[src/rtl/vga_frame_scan_reader_if.sv]
// Frame-buffer read port: the scan reader drives address/strobe, the RAM
// answers with 24-bit {R,G,B} a fixed number of cycles later.

interface vga_frame_scan_reader_if;
  logic        rd_en;
  logic [15:0] rd_addr;
  logic [23:0] rd_data;

  modport master (
    output rd_en,
    output rd_addr,
    input  rd_data
  );

  modport slave (
    input  rd_en,
    input  rd_addr,
    output rd_data
  );
endinterface

[src/rtl/vga_frame_scan_reader.sv]
// Raster-to-frame-buffer read path at 160x120 virtual resolution, with sync/blank
// realigned to the read latency and a frame-boundary front/back buffer swap.

module vga_frame_scan_reader #(
  parameter int RD_LATENCY = 2,
  parameter int H_ACTIVE   = 640,
  parameter int V_ACTIVE   = 480,
  parameter int VIRT_W     = 160
) (
  input  logic                            clk,
  input  logic                            rst,
  input  logic                            active_pixels,
  input  logic [9:0]                      x,
  input  logic [9:0]                      y,
  input  logic                            hs_in,
  input  logic                            vs_in,
  input  logic                            blank_n_in,
  input  logic                            frame_done,
  input  logic                            swap_req,
  output logic                            swap_ack,
  output logic                            front_sel,
  output logic                            back_sel,
  vga_frame_scan_reader_if.master         mem,
  output logic [7:0]                      vga_r,
  output logic [7:0]                      vga_g,
  output logic [7:0]                      vga_b,
  output logic                            vga_hs,
  output logic                            vga_vs,
  output logic                            vga_blank_n
);

  // The row multiply is hard-wired as (vy<<7)+(vy<<5); other geometries need a new adder.
  if (VIRT_W != 160 || VIRT_W * 4 != H_ACTIVE) begin : g_bad_geometry
    $error("vga_frame_scan_reader: VIRT_W must be 160 and equal H_ACTIVE/4");
  end
  if (RD_LATENCY < 1 || RD_LATENCY > 4) begin : g_bad_latency
    $error("vga_frame_scan_reader: RD_LATENCY must be 1..4");
  end

  typedef struct packed {
    logic hs;
    logic vs;
    logic blank_n;
  } sync_t;

  localparam sync_t SYNC_IDLE = '{hs: 1'b1, vs: 1'b1, blank_n: 1'b0};

  typedef enum logic {
    S_IDLE,
    S_ACK
  } swap_state_e;

  // ---------------------------------------------------------------------------
  // Stage A: coordinate to word address
  // ---------------------------------------------------------------------------
  logic        in_range;
  logic [14:0] vx;
  logic [14:0] vy;
  logic [14:0] word;
  logic        rd_en_d,   rd_en_q;
  logic [15:0] rd_addr_d, rd_addr_q;
  logic        front_sel_d, front_sel_q;

  // NOTE: every signal written in an always_comb gets a value before any
  // branch; a path that leaves one unassigned would infer a latch.
  always_comb begin
    in_range  = active_pixels && (x < 10'(H_ACTIVE)) && (y < 10'(V_ACTIVE));
    vx        = {7'd0, x[9:2]};
    vy        = {7'd0, y[9:2]};
    word      = (vy << 7) + (vy << 5) + vx;
    rd_en_d   = in_range;
    rd_addr_d = in_range ? {front_sel_q, word} : 16'd0;
  end

  // ---------------------------------------------------------------------------
  // Valid and sync delay lines
  // ---------------------------------------------------------------------------
  logic  [RD_LATENCY-1:0] vld_d, vld_q;
  sync_t [RD_LATENCY:0]   sync_d, sync_q;

  always_comb begin
    vld_d[0] = rd_en_q;
    for (int i = 1; i < RD_LATENCY; i++) begin
      vld_d[i] = vld_q[i-1];
    end
    sync_d[0] = '{hs: hs_in, vs: vs_in, blank_n: blank_n_in};
    for (int i = 1; i <= RD_LATENCY; i++) begin
      sync_d[i] = sync_q[i-1];
    end
  end

  // NOTE: sequential state uses non-blocking assignments only, so every flop
  // samples the pre-edge value of its neighbours regardless of statement order.
  // NOTE: the delay lines are plain flops, not RAM, so they reset to the
  // inactive sync/blank pattern and a mid-frame reset blanks the DAC at once.
  always_ff @(posedge clk or posedge rst) begin
    if (rst) begin
      rd_en_q   <= 1'b0;
      rd_addr_q <= 16'd0;
      vld_q     <= '0;
      for (int i = 0; i <= RD_LATENCY; i++) begin
        sync_q[i] <= SYNC_IDLE;
      end
    end else begin
      rd_en_q   <= rd_en_d;
      rd_addr_q <= rd_addr_d;
      vld_q     <= vld_d;
      sync_q    <= sync_d;
    end
  end

  // ---------------------------------------------------------------------------
  // Stage B: the RAM output is already a register, so the colour mux sits
  // behind the registered valid; this keeps the total latency at 1+RD_LATENCY.
  // ---------------------------------------------------------------------------
  logic pix_valid;

  always_comb begin
    pix_valid   = vld_q[RD_LATENCY-1];
    vga_r       = pix_valid ? mem.rd_data[23:16] : 8'd0;
    vga_g       = pix_valid ? mem.rd_data[15:8]  : 8'd0;
    vga_b       = pix_valid ? mem.rd_data[7:0]   : 8'd0;
    vga_hs      = sync_q[RD_LATENCY].hs;
    vga_vs      = sync_q[RD_LATENCY].vs;
    vga_blank_n = sync_q[RD_LATENCY].blank_n;
  end

  assign mem.rd_en   = rd_en_q;
  assign mem.rd_addr = rd_addr_q;

  // ---------------------------------------------------------------------------
  // Double-buffer swap: only a request present on the frame_done cycle counts,
  // so a visible frame is always read from one buffer.
  // ---------------------------------------------------------------------------
  swap_state_e state_d, state_q;

  always_comb begin
    state_d     = state_q;
    front_sel_d = front_sel_q;
    swap_ack    = 1'b0;
    unique case (state_q)
      S_IDLE: begin
        if (frame_done && swap_req) begin
          front_sel_d = ~front_sel_q;
          state_d     = S_ACK;
        end
      end
      S_ACK: begin
        swap_ack = 1'b1;
        state_d  = S_IDLE;
      end
    endcase
  end

  always_ff @(posedge clk or posedge rst) begin
    if (rst) begin
      state_q     <= S_IDLE;
      front_sel_q <= 1'b0;
    end else begin
      state_q     <= state_d;
      front_sel_q <= front_sel_d;
    end
  end

  assign front_sel = front_sel_q;
  assign back_sel  = ~front_sel_q;

endmodule

[src/flat_wrapper.sv]
// flat-port wrapper written by rule: the top's interface ports become plain ports
module vga_frame_scan_reader_flat 
#(
  parameter int RD_LATENCY = 2,
  parameter int H_ACTIVE   = 640,
  parameter int V_ACTIVE   = 480,
  parameter int VIRT_W     = 160
)
  (clk, rst, active_pixels, x, y, hs_in, vs_in, blank_n_in, frame_done, swap_req, swap_ack, front_sel, back_sel, vga_r, vga_g, vga_b, vga_hs, vga_vs, vga_blank_n, mem_rd_en, mem_rd_addr, mem_rd_data);
  vga_frame_scan_reader_if mem_i ();
  input  logic clk;
  input  logic rst;
  input  logic active_pixels;
  input  logic [9:0] x;
  input  logic [9:0] y;
  input  logic hs_in;
  input  logic vs_in;
  input  logic blank_n_in;
  input  logic frame_done;
  input  logic swap_req;
  output logic swap_ack;
  output logic front_sel;
  output logic back_sel;
  output logic [7:0] vga_r;
  output logic [7:0] vga_g;
  output logic [7:0] vga_b;
  output logic vga_hs;
  output logic vga_vs;
  output logic vga_blank_n;
  output wire logic [$bits(mem_i.rd_en)-1:0] mem_rd_en;
  output wire logic [$bits(mem_i.rd_addr)-1:0] mem_rd_addr;
  input wire logic [$bits(mem_i.rd_data)-1:0] mem_rd_data;
  assign mem_rd_en = mem_i.rd_en;
  assign mem_rd_addr = mem_i.rd_addr;
  assign mem_i.rd_data = mem_rd_data;
  vga_frame_scan_reader #(.RD_LATENCY(RD_LATENCY), .H_ACTIVE(H_ACTIVE), .V_ACTIVE(V_ACTIVE), .VIRT_W(VIRT_W)) u_core (.clk(clk), .rst(rst), .active_pixels(active_pixels), .x(x), .y(y), .hs_in(hs_in), .vs_in(vs_in), .blank_n_in(blank_n_in), .frame_done(frame_done), .swap_req(swap_req), .swap_ack(swap_ack), .front_sel(front_sel), .back_sel(back_sel), .mem(mem_i), .vga_r(vga_r), .vga_g(vga_g), .vga_b(vga_b), .vga_hs(vga_hs), .vga_vs(vga_vs), .vga_blank_n(vga_blank_n));
endmodule
[config.mk]
export PLATFORM = sky130hd
export DESIGN_NAME = vga_frame_scan_reader_flat
export DESIGN_NICKNAME = d
export VERILOG_FILES = /design/src/rtl/vga_frame_scan_reader_if.sv /design/src/rtl/vga_frame_scan_reader.sv /design/src/flat_wrapper.sv
export SDC_FILE = /design/constraint.sdc
export NUM_CORES = 1
export LEC_CHECK = 0
export ABC_AREA = 1
export CORE_MARGIN = 2
export CORE_UTILIZATION = 37
export DETAILED_ROUTE_END_ITERATION = 10
export GPL_TIMING_DRIVEN = 0
export PLACE_DENSITY = 0.8
export SLEW_MARGIN = 20
export SYNTH_ARGS = -nofsm -noshare
export SYNTH_HDL_FRONTEND = slang
export SYNTH_SLANG_ARGS = --single-unit
export TNS_END_PERCENT = 50
[constraint.sdc]
create_clock -name clk -period 0.9 [get_ports clk]
set_input_delay 0.135 -clock clk [delete_from_list [all_inputs] [get_ports clk]]
set_output_delay 0.135 -clock clk [all_outputs]
set_load 0.05 [all_outputs]
==> results of run 1 <==
==> timing repair <==
action / 4_1_cts / 5_1_grt
gates resized for setup: 358 / 47
gates cloned: 0 / 1
endpoints found under the setup margin: 94 / 62
hold buffers: 0 / 0
buffers inserted: 3 / 2
pin swaps: 20 / 16
==> synthesized netlist by cell type, types with 2 or more instances <==
library cell | n | area [µm²]
nand2_1 | 45 | 169
inv_1 | 52 | 195
dfrtp_1 | 24 | 601
a21oi_1 | 7 | 35.0
nor2_2 | 10 | 62.6
nor2_1 | 9 | 33.8
fa_1 | 2 | 40.0
ha_1 | 15 | 188
nand3_1 | 3 | 15.0
buf_2 | 2 | 10.0
xor2_1 | 2 | 17.5
dfstp_2 | 6 | 158
==> per-layer routing <==
layer	vias up	GRT usage
met5	-	0
met4	0	0.100
met3	11	0.0563
met2	78	0.347
met1	729	0.161
li1	760	-
==> cell type report <==
class | count | area share
plain buffers | 3 | 0.0132
clock buffers | 7 | 0.0267
clock inverters | 1 | 0.00155
inverters | 53 | 0.0728
multi-input cells | 103 | 0.297
flip-flops and latches | 30 | 0.235
well taps | 52 | 0.0201
repair buffers | 100 | 0.334
==> metrics by stage <==
stage / setup slack [ps] / power [µW] / util / area [µm²]
3_3_place_gp: -1330 / 3020 / 0.633 / 2720
3_5_place_dp: -1370 / 3050 / 0.633 / 2720
4_1_cts: -517 / 4380 / 0.711 / 3050
2_1_floorplan: -626 / 2460 / - / 1710
6_report: -503 / 4520 / 0.753 / 3230
5_1_grt: -554 / 4740 / 0.753 / 3230
==> kinds of logic (layout without fill, tap and decap cells) <==
family / after synthesis / after routing / synth area share
flops: 30 / 30 / 0.465
buf+inv: 56 / 164 / 0.135
simple gates: 73 / 73 / 0.209
fa+ha+maj: 17 / 17 / 0.140
xor+xnor: 3 / 3 / 0.0161
compound gates: 10 / 10 / 0.0353
==> cell usage in the layout, fill, tap and decap left out, types with 3 or more instances in the layout <==
master,instances
clkdlybuf4s50_1,36
a21oi_1,3
nand3_2,3
inv_1,33
dfstp_2,6
nor2_2,11
clkdlybuf4s15_2,8
ha_4,13
a21oi_2,5
nor2_1,8
buf_6,32
clkbuf_2,4
buf_4,5
clkinvlp_4,7
dfrtp_1,22
nand2_4,12
clkbuf_8,6
nand2_1,31
buf_8,12
inv_2,11
nand2_2,3
==> critical path, delay by kind of cell <==
kind                     cells  cell delay, ps
AO/OA/AOI/OAI                1             150
buffers and inverters        3             170
AND/OR/NAND/NOR              4             280
adder cells (fa/ha/maj)      2             850
==> power breakdown <==
| part | switching [µW] | internal [µW] |
|---|---|---|
| clock | 462 | 615 |
| combinational | 1090 | 831 |
| sequential | 69.6 | 1450 |
| total | 1620 | 2900 |
==> worst min path at each step <==
stage | to | slack, ps | cells past startpoint
after floorplan | u_core.sync_d[4] | 140 | 0
after global placement | u_core.sync_d[6] | 330 | 0
after detailed placement | u_core.vld_q[1] | 340 | 0
after CTS | u_core.mem.rd_addr[5] | 210 | 4
after global routing | u_core.mem.rd_addr[5] | 230 | 4
final | u_core.mem.rd_addr[5] | 220 | 4
==> run metrics, run 1 <==
Tmin final 1400 ps; final worst slack -503 ps; r2r startpoint u_core.front_sel; failing checks negative setup slack; GP Congestion 0.799; Core Area 4290 µm²; Post-DP HPWL 3130 µm; Syn. warnings 0; antenna violations before repair 0; met3 wire length 399 µm; routed len/inst 13.4 µm; Setup Viol. Count Final 55; CTS sink cnt 30; IR drop worst, VDD 0.000673 V; syn_nets 258; RSZ-0062 raised after global routing true; post-route ant nets 0; number of synthesized flops with an enable pin 0; final hold violation count 0; Layout area overhead 98.2%; H-tree levels 2; CP arrival 1570 ps; Port Buf Inserts 94; R2R setup slack 50 ps; width of the die between 70 and 80 µm; largest net degree at the start of global routing 31; non-filler cells in the finished layout 349; CP startpoint kind input pin; worst slew pin tran 620 ps; hold path start y[2]; CP max stage delay 580 ps; power density cells 1400 nW/µm²; crit path capture u_core.mem.rd_addr[11]; Max Clk Rate 713 MHz; Main synth FF type dfrtp_1; sequential cell area 761 µm²; initial DRC count 15; Slew Limit Fails 0; # rows 24; first-pass GRT wire length 6920 µm; GR Util All Layers 0.180; Worst R2R Path Depth 2; min-delay worst type input pin to flip-flop; vias after detailed routing ~1,600; vias in the first global route ~1,600; Worst EP required 1070 ps; Multi-input gate area 958 µm²; fillers 270; Synth Area per Inst 8.63 µm²; initial core utilization 0.380; Setup CP Type input pin to flip-flop; CTS Buf Count 5; Clock Skews 4.19 ps; slowest stage cell, crit path fa_1; max layer used met4; worst hold slack roughly 220 ps; NumNets Final 365; DRT Pass-1 Iters 4; Max-slew headroom 0.586; global route overflow 0; CTS root buf clkbuf_8; async set-reset flop share out of synthesis 1.00; Clock Pin Slew Worst Setup and Hold Paths ~60 ps; Largest register FFs 16; CP max FO 3; Routed WL 4690 µm; DRC Markers 0; clk_lat worst skew 280 ps; WL met1 1570 µm; share of post-route cells with drive strength above 1 0.519; Yosys reg bits 30; max_cap viols 0; Worst Setup End Kind flip-flop; CP most frequent cell nand2_4; n_diodes 0; reg2reg end u_core.front_sel; status finished with violations; critical path startpoint y[4]; vias per cell 4.52; Ports approximately 100; critical path cell sequence buf_8 > inv_4 > fa_1 > inv_2 > ha_4 > nand3_4 > nand2_4 > nand2_4 > a21oi_2 > nor2_1; Die Area 4950 µm²; TritonCTS clock tree built; Final Cycle Share 1.56; Syn Inst Count 189; clock buffer depth 2; post-synthesis sequential area ratio 0.465; length of routed met2 wiring 2580 µm; post-synth cell types 24; Setup TNS -15,940 ps; placed insts around 340; Die Y 70.4 µm; leakage 0.00165 µW; synthesized area between 1500 and 2000 µm²
Note: power is estimated with default switching activity, not from simulation.
==> inputs of run 2 (changes only) <==
--- a/config.mk
+++ b/config.mk
@@ -5,12 +5,11 @@
 export SDC_FILE = /design/constraint.sdc
 export NUM_CORES = 1
 export LEC_CHECK = 0
-export ABC_AREA = 1
 export CORE_MARGIN = 2
-export CORE_UTILIZATION = 37
+export CORE_UTILIZATION = 36
 export DETAILED_ROUTE_END_ITERATION = 10
 export GPL_TIMING_DRIVEN = 0
-export PLACE_DENSITY = 0.8
+export PLACE_DENSITY = 0.81
 export SLEW_MARGIN = 20
 export SYNTH_ARGS = -nofsm -noshare
 export SYNTH_HDL_FRONTEND = slang
==> run 2 against run 1 <==
The run still ends with negative setup slack left. Combinational power fell by 8%. Final cell count fell by 15%. Register-to-register slack improved by 50 ps. Critical path depth fell by 2. First-iteration DRC count did not move. Total power fell by 2.3%. Non-clock buffer count rose by 3. Sequential share of layout area rose by 1.1 points. Highest routed layer unchanged.
==> run metrics, run 2 <==
Syn Inst Count 133 (-30%); Tmin final 1770 ps (+367 ps); Max-slew headroom 0.585 (-0.000975); initial core utilization 0.372 (-0.00806); Worst EP required 1070 ps (about the same); CP arrival 1940 ps (+370 ps); largest cells by area after synthesis dfrtp_1, and2_1, ha_1, dfstp_2, inv_1; Largest register FFs 16 (unchanged); NumNets Final 313 (-14%); CP max FO 2 (-1); Clock Pin Slew Worst Setup and Hold Paths 70 ps (about the same); critical path cell sequence buf_8 > inv_8 > fa_2 > fa_2 > nor2b_4 > o31a_1 > o31a_1 > o31a_1; number of synthesized flops with an enable pin 0 (unchanged); GR Util All Layers 0.174 (-0.00602); Setup CP Type input pin to flip-flop; synthesized area 1490 µm² (-8.8%); vias per cell 4.77 (+5.5%); Core Area 4000 µm² (-6.8%); length of routed met2 wiring 2370 µm (-7.9%); reg2reg end u_core.front_sel; H-tree levels 2 (unchanged); final worst slack -870 ps (-367 ps); hold path start y[2]; total power 4410 µW (-2.3%); commonest non-fill, non-tap cell in the layout clkdlybuf4s50_1; CTS Buf Count 5 (unchanged); min-delay worst type input pin to flip-flop; global route overflow 0 (unchanged); async set-reset flop share out of synthesis 1.00 (unchanged); Layout area overhead 107%; Synth top area share 0.404 (+0.0357); CTS root buf clkbuf_8; Post-DP HPWL 2830 µm (-9.7%); Ports 99 (unchanged); first-pass GRT wire length 5810 µm (-16%); Synth Area per Inst 11.2 µm² (+30%); Clock Skews 4.95 ps (+0.757 ps); width of the die 68.3 µm (-3.0%); final hold violation count 0 (unchanged); Main synth FF type dfrtp_1; max_cap viols 0 (unchanged); syn_nets 202 (-22%); r2r startpoint u_core.state_q; CP bufs+invs 2 (-1); largest net degree at the start of global routing 31 (unchanged); commonest cells after routing, fill and taps aside clkdlybuf4s50_1, buf_6, and2_4; # rows 23 (-4.2%); max layer used met4; vias after detailed routing 1,407 (-11%); antenna violations before repair 0 (unchanged); post-synthesis sequential area ratio 0.510 (+0.0450); initial DRC count 15 (unchanged); TritonCTS clock tree built; worst slew pin tran 621 ps (+1.46 ps); CP startpoint kind input pin; most frequent cells after synthesis and2_1, dfrtp_1, ha_1, inv_1, nor2_1; slowest stage cell, crit path fa_2; CTS sink cnt 30 (unchanged); clock buffer depth 2 (unchanged); area leader, netlist dfrtp_1; clk_lat worst skew 280 ps (about the same); CP top delay family adder cells; Routed WL 4370 µm (-6.9%); share of post-route cells with drive strength above 1 0.555 (+0.0366); WL met1 1400 µm (-11%); pre-CTS setup slack -1630 ps (-262 ps); post-route ant nets 0 (unchanged); hold path depth 3 (-1); hold endpoint u_core.mem.rd_addr[5]; Final Cycle Share 1.97 (+0.408); routed len/inst 14.8 µm (+10%); IR drop worst, VDD 0.000991 V (+47%); power density cells 1430 nW/µm² (+2.3%); failing checks negative setup slack; status finished with violations; Max Clk Rate 565 MHz (-21%); DRT Pass-1 Iters 4 (unchanged); Slew Limit Fails 0 (unchanged); met3 wire length 491 µm (+23%); Yosys reg bits 30 (unchanged); Port Buf Inserts 94 (unchanged); Syn. warnings 0 (unchanged); Die Y 68.3 µm (-3.0%); Setup Viol. Count Final 55 (unchanged); RSZ-0062 raised after global routing true; CP most frequent cell o31a_1; most common cell in the netlist and2_1; Die Area 4660 µm² (-5.9%); GP Congestion 0.824 (+3.1%); R2R setup slack 100 ps (+50 ps); Worst Setup End Kind flip-flop; DRC Markers 0 (unchanged); CP max stage delay 580 ps (about the same); vias in the first global route 1,305 (-18%); Worst R2R Path Depth 2 (unchanged); post-synth cell types 26 (+8.3%); leakage 0.00138 µW (-16%); n_diodes 0 (unchanged)
==> run 2: area by class of cell <==
| type | instances | area, µm² |
|---|---|---|
| repair buffers | 105 | 1160 |
| inverters | 12 | 70.1 |
| multi-input cells | 89 | 917 |
| fillers | 251 | 916 |
| flip-flops and latches | 30 | 761 |
| plain buffers | 1 | 15.0 |
| clock inverters | 2 | 12.5 |
| clock buffers | 6 | 82.6 |
| well taps | 50 | 62.6 |
==> run 2: stage by stage <==
| step | hold slack [ps] | std cells | setup TNS (ps) | instance area [µm²] | util |
|---|---|---|---|---|---|
| 2_1_floorplan | 139 | 133 | -9220 | 1540 | - |
| 3_3_place_gp | 335 | 277 | -60970 | 2540 | 0.635 |
| 3_5_place_dp | 336 | 277 | -62650 | 2540 | 0.635 |
| 4_1_cts | 214 | 291 | -18190 | 2940 | 0.736 |
| 5_1_grt | 212 | 295 | -20300 | 3080 | 0.771 |
| 6_report | 206 | 295 | -18100 | 3080 | 0.771 |
==> run 2: repair_timing <==
| item | CTS | global route |
|---|---|---|
| resized for setup | 372 | 41 |
| cloned | 0 | 2 |
| hold buffers | 0 | 0 |
| endpoints found under the setup margin | 94 | 62 |
| pin swaps | 13 | 13 |
| buffers inserted | 7 | 3 |
==> run 2: kinds of logic after synthesis <==
group	count (synthesis)	synth area share
xor gates and xnor gates	3	0.0177
adders and majority gates	17	0.153
DFF	30	0.510
buffers and inverters	14	0.0354
and+or+nand+nor	53	0.205
muxes	1	0.00673
AOI/OAI and AO/OA	15	0.0715
==> run 2: layer usage <==
layer / vias to the layer above / global-route usage
li1: 658 / -
met1: 662 / 0.167
met2: 77 / 0.322
met3: 10 / 0.0576
met4: 0 / 0.0975
met5: - / 0
==> run 2: worst max-delay path by stage <==
stage | cells past startpoint | from | end | slack [ps]
after floorplan | 7 | y[2] | u_core.mem.rd_addr[14] | -920
after global routing | 8 | y[2] | u_core.mem.rd_addr[14] | -900
after global placement | 9 | y[2] | u_core.mem.rd_addr[14] | -1630
final | 8 | y[2] | u_core.mem.rd_addr[14] | -870
after CTS | 8 | y[2] | u_core.mem.rd_addr[14] | -940
after detailed placement | 8 | y[2] | u_core.mem.rd_addr[14] | -1630
==> run 2: where the power goes <==
| part | total (µW) | internal (µW) | leakage (µW) | switching (µW) |
|---|---|---|---|---|
| Combinational | 1770 | 838 | 0.000957 | 937 |
| Clock | 1120 | 613 | 0.0000472 | 507 |
| Sequential | 1520 | 1450 | 0.000379 | 63.9 |
| Total | 4410 | 2900 | 0.00138 | 1510 |
==> run 2: tightest hold or removal path, delay by kind of cell <==
kind                       cells  cell delay (ps)
and+or+nand+nor                1              100
buffers and inverters          1               90
adders and majority gates      1              130
